$ cat src/rtl/wb_arbiter_pipelined.sv
// Round-robin arbiter for NM Wishbone pipelined masters sharing one slave, with a cap on outstanding strobes.
// Optional slave-hang watchdog is built when WB_ARB_TIMEOUT_EN is defined.
module wb_arbiter_pipelined #(
  parameter int NM      = 2,
  parameter int AW      = 16,
  parameter int DW      = 16,
  parameter int MAXOUT  = 4,
  parameter int TIMEOUT = 255
) (
  input  logic             clk,
  input  logic             rst,
  input  logic [NM-1:0]    m_cyc,
  input  logic [NM-1:0]    m_stb,
  input  logic [NM-1:0]    m_we,
  input  logic [NM*AW-1:0] m_adr,
  input  logic [NM*DW-1:0] m_dat_w,
  output logic [DW-1:0]    m_dat_r,
  output logic [NM-1:0]    m_ack,
  output logic [NM-1:0]    m_stall,
  output logic [NM-1:0]    m_err,
  output logic             s_cyc,
  output logic             s_stb,
  output logic             s_we,
  output logic [AW-1:0]    s_adr,
  output logic [DW-1:0]    s_dat_w,
  input  logic [DW-1:0]    s_dat_r,
  input  logic             s_ack,
  input  logic             s_stall
);

  localparam int IW = $clog2(NM);
  localparam logic [3:0] MAX_C = 4'(MAXOUT);

  typedef enum logic {IDLE, GRANT} state_t;

  state_t        state_q, state_d;
  logic [IW-1:0] gnt_q, gnt_d;
  logic [IW-1:0] last_q, last_d;
  logic [3:0]    out_cnt_q, out_cnt_d;
  logic          timeout_hit;

  assign m_dat_r = s_dat_r;

`ifdef WB_ARB_TIMEOUT_EN
  logic [7:0] wdog_q, wdog_d;

  assign timeout_hit = (state_q == GRANT) && (out_cnt_q != 4'd0) && !s_ack &&
                       (wdog_q == 8'(TIMEOUT - 1));

  always_comb begin
    wdog_d = 8'd0;
    if (state_q == GRANT && !timeout_hit) begin
      if (s_ack)                  wdog_d = 8'd0;
      else if (out_cnt_q != 4'd0) wdog_d = wdog_q + 8'd1;
      else                        wdog_d = wdog_q;
    end
  end

  always_ff @(posedge clk) begin
    if (rst) wdog_q <= 8'd0;
    else     wdog_q <= wdog_d;
  end
`else
  logic unused_timeout;
  assign unused_timeout = ^(8'(TIMEOUT));
  assign timeout_hit    = 1'b0;
`endif

  always_comb begin
    logic          found;
    logic [IW-1:0] idx;
    state_d   = state_q;
    gnt_d     = gnt_q;
    last_d    = last_q;
    out_cnt_d = out_cnt_q;
    s_cyc     = 1'b0;
    s_stb     = 1'b0;
    s_we      = 1'b0;
    s_adr     = '0;
    s_dat_w   = '0;
    m_ack     = '0;
    m_stall   = '1;
    m_err     = '0;
    found     = 1'b0;
    idx       = '0;
    case (state_q)
      IDLE: begin
        // Acks arriving here belong to an aborted cycle and are dropped.
        out_cnt_d = 4'd0;
        if (|m_cyc) begin
          for (int k = 1; k <= NM; k++) begin
            idx = IW'((int'(last_q) + k) % NM);
            if (!found && m_cyc[idx]) begin
              gnt_d = idx;
              found = 1'b1;
            end
          end
          state_d = GRANT;
        end
      end
      GRANT: begin
        s_cyc          = m_cyc[gnt_q];
        s_we           = m_we[gnt_q];
        s_adr          = m_adr[gnt_q*AW +: AW];
        s_dat_w        = m_dat_w[gnt_q*DW +: DW];
        s_stb          = m_stb[gnt_q] & (out_cnt_q < MAX_C);
        m_stall[gnt_q] = s_stall | (out_cnt_q == MAX_C);
        m_ack[gnt_q]   = s_ack;
        case ({s_stb & ~s_stall, s_ack && (out_cnt_q != 4'd0)})
          2'b10:   out_cnt_d = out_cnt_q + 4'd1;
          2'b01:   out_cnt_d = out_cnt_q - 4'd1;
          default: out_cnt_d = out_cnt_q;
        endcase
        if (timeout_hit) begin
          m_err[gnt_q] = 1'b1;
          s_cyc        = 1'b0;
          s_stb        = 1'b0;
          state_d      = IDLE;
          last_d       = gnt_q;
          out_cnt_d    = 4'd0;
        end else if (!m_cyc[gnt_q]) begin
          // Dropping cyc with strobes in flight aborts them.
          state_d   = IDLE;
          last_d    = gnt_q;
          out_cnt_d = 4'd0;
        end
      end
      default: state_d = IDLE;
    endcase
  end

  always_ff @(posedge clk) begin
    if (rst) begin
      state_q   <= IDLE;
      gnt_q     <= '0;
      last_q    <= IW'(NM - 1);
      out_cnt_q <= 4'd0;
    end else begin
      state_q   <= state_d;
      gnt_q     <= gnt_d;
      last_q    <= last_d;
      out_cnt_q <= out_cnt_d;
    end
  end

endmodule

$ cat config.mk
export PLATFORM = sky130hd
export DESIGN_NAME = wb_arbiter_pipelined
export DESIGN_NICKNAME = d
export VERILOG_FILES = /design/src/rtl/wb_arbiter_pipelined.sv
export SDC_FILE = /design/constraint.sdc
export NUM_CORES = 1
export LEC_CHECK = 0
export ABC_AREA = 1
export ABC_CLOCK_PERIOD_IN_PS = 3500
export BUFFER_PORTS_ARGS = -buffer_cell sky130_fd_sc_hd__buf_2
export CORE_MARGIN = 2
export CORE_UTILIZATION = 33
export DETAILED_ROUTE_END_ITERATION = 8
export PLACE_DENSITY = 0.93
export SLEW_MARGIN = 20
export SYNTH_ARGS = -nofsm -noshare
export SYNTH_HDL_FRONTEND = slang
export SYNTH_SLANG_ARGS = --single-unit
$ cat constraint.sdc
create_clock -name clk -period 3.5 [get_ports clk]
set_clock_uncertainty 0.1 [all_clocks]
set_input_delay 0.7 -clock clk [delete_from_list [all_inputs] [get_ports clk]]
set_output_delay 0.7 -clock clk [all_outputs]
set_load 0.005 [all_outputs]
== Word level (Yosys, flattened, before mapping) ==
Cells that the tools add are included.
Word-level totals
  register bits after elaboration: 7
  bits in latches: 0
  memory bits (writable): 0
  ROM bits: 0
  memories kept: 0
Operators by class
  add/subtract/negate cells: 4
  multipliers: 0
  divide/modulo/power cells: 0
  order comparisons: 5
  eq/ne operators: 4
  shift-type cells: 2
  mux-type cells: 30
  bitwise operators: 9
  reductions and logical operators: 9
Operator list (count)
  indexed part select 32 x 6 -> 16 bit: 2
  2-to-1 mux 16 bit: 2
  2-to-1 mux 1 bit: 21
  case mux 4 bit (2 select lines): 2
  < comparator 1 x 2 -> 1 bit, second input constant: 3
  adder 4 x 1 -> 4 bit, second input constant: 1
  == test 4 x 3 -> 1 bit, second input constant: 1
  < comparator 4 x 3 -> 1 bit, second input constant: 1
  2-to-1 mux 2 bit: 2
  2-to-1 mux 4 bit: 1
  != test 4 x 2 -> 1 bit, second input constant: 1
  nonzero test 4 bit: 1
  subtractor 4 x 1 -> 4 bit, second input constant: 1
  logical AND 1 bit: 3
  NOT 1 bit: 3
  AND reduction 3 bit: 1
  adder 1 bit, second input constant: 2
  bitwise AND 1 bit: 2
  bitwise AND 2 bit: 1
  == test 2 x 1 -> 1 bit, second input constant: 1
  == test 2 bit, second input constant: 1
  NOT 2 bit: 1
  OR 2 bit: 1
  case mux 1 bit (2 select lines): 1
  other kinds (7): 7

== Logic depth before layout (Yosys ltp) ==
  depth after elaboration: 10
  gate-level depth with buffers: 15
  gate-level depth less buffers: 14

== Least setup slack after synthesis ==
No wires, ideal clock.
  kind: input to register
  start point: input m_stb[0]
  end point: register out_cnt_q[2]
  setup time: 0.070 ns
  data arrival time: 2.214 ns
  path slack: 1.116 ns
  stages: 13
  path through: o21ai_0 > nor2_1 > inv_1 > or2_2 > ha_1 > inv_1 > nand2_1 > and2_1 > ha_1 > a21oi_1 > xnor2_1 > nand2_1 > a21oi_1
Between the ends
  cells in the longest elaborated chain, start to end: 8
  elaborated cells on any way between the ends: 10
RTL lines
  start, declared: RTL line 13  | input logic [NM-1:0] m_stb,
  2-to-1 mux 1 bit (implied by the code) (*) (2 in series): RTL line 106  | s_stb = m_stb[gnt_q] & (out_cnt_q < MAX_C);
  bitwise AND 1 bit (*): RTL line 106
  bitwise AND 1 bit (*): RTL line 109  | case ({s_stb & ~s_stall, s_ack && (out_cnt_q != 4'd0)})
  == test 2 x 1 -> 1 bit / == test 2 bit (equally long branches): RTL line 109
  case mux 4 bit (2 select lines): RTL line 109
  2-to-1 mux 4 bit: RTL line 121  | end else if (!m_cyc[gnt_q]) begin
  case mux 4 bit (2 select lines): RTL line 86  | case (state_q)
  end signal, assigned: RTL line 142  | out_cnt_q <= out_cnt_d;
  end, declared: RTL line 39  | logic [3:0] out_cnt_q, out_cnt_d;
Mark *: on every way between the ends. The rest lies on a longest branch, timed or not. The select of a mux whose other input is x is not followed.
A chain may end at the register's enable or synchronous reset.

== Worst setup path after layout ==
  start point: register gnt_q
  end point: output s_dat_w[9]
Between the ends
  cells in the longest elaborated chain, start to end: 2
RTL lines
  start, declared: RTL line 37  | logic [IW-1:0] gnt_q, gnt_d;
  start signal, assigned: RTL line 140  | gnt_q <= gnt_d;
  indexed part select 32 x 6 -> 16 bit: RTL line 105  | s_dat_w = m_dat_w[gnt_q*DW +: DW];
  2-to-1 mux 16 bit: RTL line 86
  end, declared: RTL line 25  | output logic [DW-1:0] s_dat_w,
Every way passes these cells.

==> results by group <==
Status
  • Outcome: completed

Route
  • Drt wl/cell: roughly 14 um
  • WL final: roughly 3.9 mm
  • DRC viols: 0
  • DR vias: around 1300
  • Pre-antenna DRT Iters: 4
  • Vias/cell: between 4 and 5
  • Antenna Nets Post-Route: 0
  • Initial DRC Count: 46

GRT
  • Remaining global-route overflow: 0
  • First-pass GRT wire length: roughly 5.3 mm
  • Initial antenna violation count: 0
  • Vias in the first global route: around 1200
  • Total GRT Usage: 0.198
  • Pin count of the biggest net entering global routing: 35

Clocking
  • Post-CTS Hold Buffers: 0
  • Maximum buffer depth of the clock tree: 2
  • Post-CTS sizing: 0
  • Clock Sinks: 7
  • Htree depth: 1
  • Worst skew pair latency: between 200 and 300 ps
  • Post-CTS setup buffer count: 0
  • Clk slew on worst S/H paths: approximately 50 ps
  • Clk root buf: clkbuf_4
  • TritonCTS clock tree: yes
  • Num CTS Buffers: 3

Setup path
  • Startpoint types: flip-flop
  • Critical Path AT: around 1800 ps
  • Critical path required time: 2700 ps
  • Critical path endpoint: s_dat_w[9]
  • Reg2Reg Capture Point: out_cnt_q[2]$_SDFFE_PP0P_
  • FF-to-FF Start: gnt_q$_SDFFE_PP0P_
  • Setup crit end kind: output port
  • CP max FO: 34
  • R2r setup slk: between 900 and 1000 ps
  • Worst reg2reg path depth: 13
  • WS Path Type: reg2out
  • Crit path from: gnt_q$_SDFFE_PP0P_

STA
  • Fin. max-slew vios: 0
  • Final hold viol count: 0
  • # setup viols final: 0
  • Highest Clock Rate: between 300 and 400 MHz
  • Tcrit/Tclk final: 0.738
  • TNS Setup: 0 ps
  • Unrepaired setup endpoints after global routing: false
  • Slew margin rel.: 0.650
  • Fin crit period: around 2600 ps
  • Worst-margin pin slew: 524 ps

Power and ir drop
  • Maximum vdd ir drop: between 0.15 and 0.2 mV
  • Pwr per Cell Area: between 200 and 250 mW/mm2
  • Leak Pwr: 0.917 nW
  • Tot Pwr: between 0.3 and 0.4 mW

Final layout
  • # fillers: between 300 and 400
  • Share of layout cells above drive strength 1: 0.554
  • # diodes: 0
  • FF+latch area: ~140 um2
  • Footprint of the multi-input gates: about 640 um2
  • Design Area, Final: about 0.0015 mm2
  • Number of nets in the layout: 328
  • P&R area growth vs syn: 42.1%

Place
  • DP Area: 0.00147 mm2
  • HPWL Detailed: 3.26 mm
  • Final Wtd Congestion: roughly 0.94
  • Buffers on Ports: around 110

Floorplanning
  • Die Y: roughly 60 um
  • Row count: 20
  • Core area: ~0.0031 mm2
  • Die width: 60.5 um
  • Starting density of the core: 0.345
  • Die area: 0.00366 mm2
  • Ports: between 100 and 150

Synthesis
  • Cells after Synth: ~140
  • Post-synthesis sequential area ratio: 0.133
  • Dominant cells by area after synthesis: a22o_1 27%, buf_4 15%, dfxtp_1 13%
  • Netlist cell types: 27
  • Synth area leader: a22o_1
  • Area share of the largest cell type after synthesis: 0.275
  • Yosys warnings: 0
  • Flops & latches, synth: 7
  • Synth Cell Area: about 0.0011 mm2
  • Avg Cell Area, Syn: approximately 7.5 um2

Hold path
  • Hold WC Path Type: reg2reg

Job
  • Max_cap viols: 0
==> worst min path at each step <==
stage | from | end | slack (ps) | cells after the start
3_3_place_gp | last_q$_SDFFE_PP1P_ | last_q$_SDFFE_PP1P_ | 370 | 2
3_5_place_dp | last_q$_SDFFE_PP1P_ | last_q$_SDFFE_PP1P_ | 390 | 2
6_report | last_q$_SDFFE_PP1P_ | last_q$_SDFFE_PP1P_ | 410 | 2
2_1_floorplan | last_q$_SDFFE_PP1P_ | last_q$_SDFFE_PP1P_ | 350 | 2
5_1_grt | last_q$_SDFFE_PP1P_ | last_q$_SDFFE_PP1P_ | 410 | 2
4_1_cts | last_q$_SDFFE_PP1P_ | last_q$_SDFFE_PP1P_ | 400 | 2
==> power by group <==
group	switching [mW]	internal, mW
clock	0.0340	0.0438
combinational	0.0717	0.0809
sequential	0.00597	0.0831
total	0.112	0.208
==> synthesized netlist by cell type, drive strengths merged <==
cell type   n
conb        1
nor2        8
nand2      21
nor3        1
xnor2       2
nand3       7
a21oi       6
buf        25
o211ai      2
a31oi       2
ha          4
inv        18
and2        1
or2         1
a22o       33
dfxtp       7
o21ai       2
==> layout make-up <==
| type | instances | area share |
|---|---|---|
| repair buffers | 112 | 0.375 |
| well taps | 44 | 0.0368 |
| multi-input cells | 92 | 0.430 |
| clock buffers | 4 | 0.0176 |
| inverters | 18 | 0.0469 |
| flip-flops and latches | 7 | 0.0937 |
==> worst max-delay path, cell delays in order (launching register included) <==
cell	delay, ps
dfxtp_1	590
nand2_2	120
inv_2	420
a22o_1	260
buf_2	120
==> metrics by stage <==
step           utilization  hold WS, ps  instances  setup slack, ps
2_1_floorplan            -          346        142             1120
3_3_place_gp         0.481          372        273              961
3_5_place_dp         0.481          386        273              897
4_1_cts              0.490          401        277              910
5_1_grt              0.490          411        277              810
6_report             0.490          405        277              916
==> metal layers <==
layer	track usage	vias up	share of wire	wire [um]
met1	0.206	587	0.37	1420
met3	0.0171	5	0.085	327
met2	0.401	65	0.54	2070
li1	-	654	-	-
met5	0	-	0	0
met4	0.0807	0	0.013	49
==> cells in the final DEF (no fill, tap or decap) <==
cell and instances:
xnor2_1 2, inv_4 1, nor2_2 1, and2_1 1
o21ai_0 1, nor2_8 1, nand2_2 3, a21oi_2 1
nand2_1 17, a21oi_1 5, ha_1 4, inv_1 13
inv_2 4, o21ai_1 1, nand3_4 1, a22o_1 33
nor3_1 1, conb_1 2, nand3_1 6, a31oi_1 2
clkbuf_4 3, o211ai_1 2, nand2_4 1, nor2_1 6
clkbuf_1 1, dfxtp_1 7, or2_2 1, buf_2 112
==> cells by family (layout without fill, tap and decap cells) <==
group                      after synthesis  in the layout  share of synthesized area
DFF                                      7              7                      0.133
buffers and inverters                   43            134                      0.259
and+or+nand+nor                         39             39                      0.197
other                                    1              2                    0.00356
AOI/OAI and AO/OA                       45             45                      0.342
adders and majority gates                4              4                     0.0476
xor gates and xnor gates                 2              2                     0.0166
==> flip-flops by register name, summed over array words and instances (netlist names) <==
| name | flops |
|---|---|
| gnt_q | 1 |
| last_q | 1 |
| out_cnt_q | 4 |
| state_q | 1 |
(Power assumes the default switching activity.)
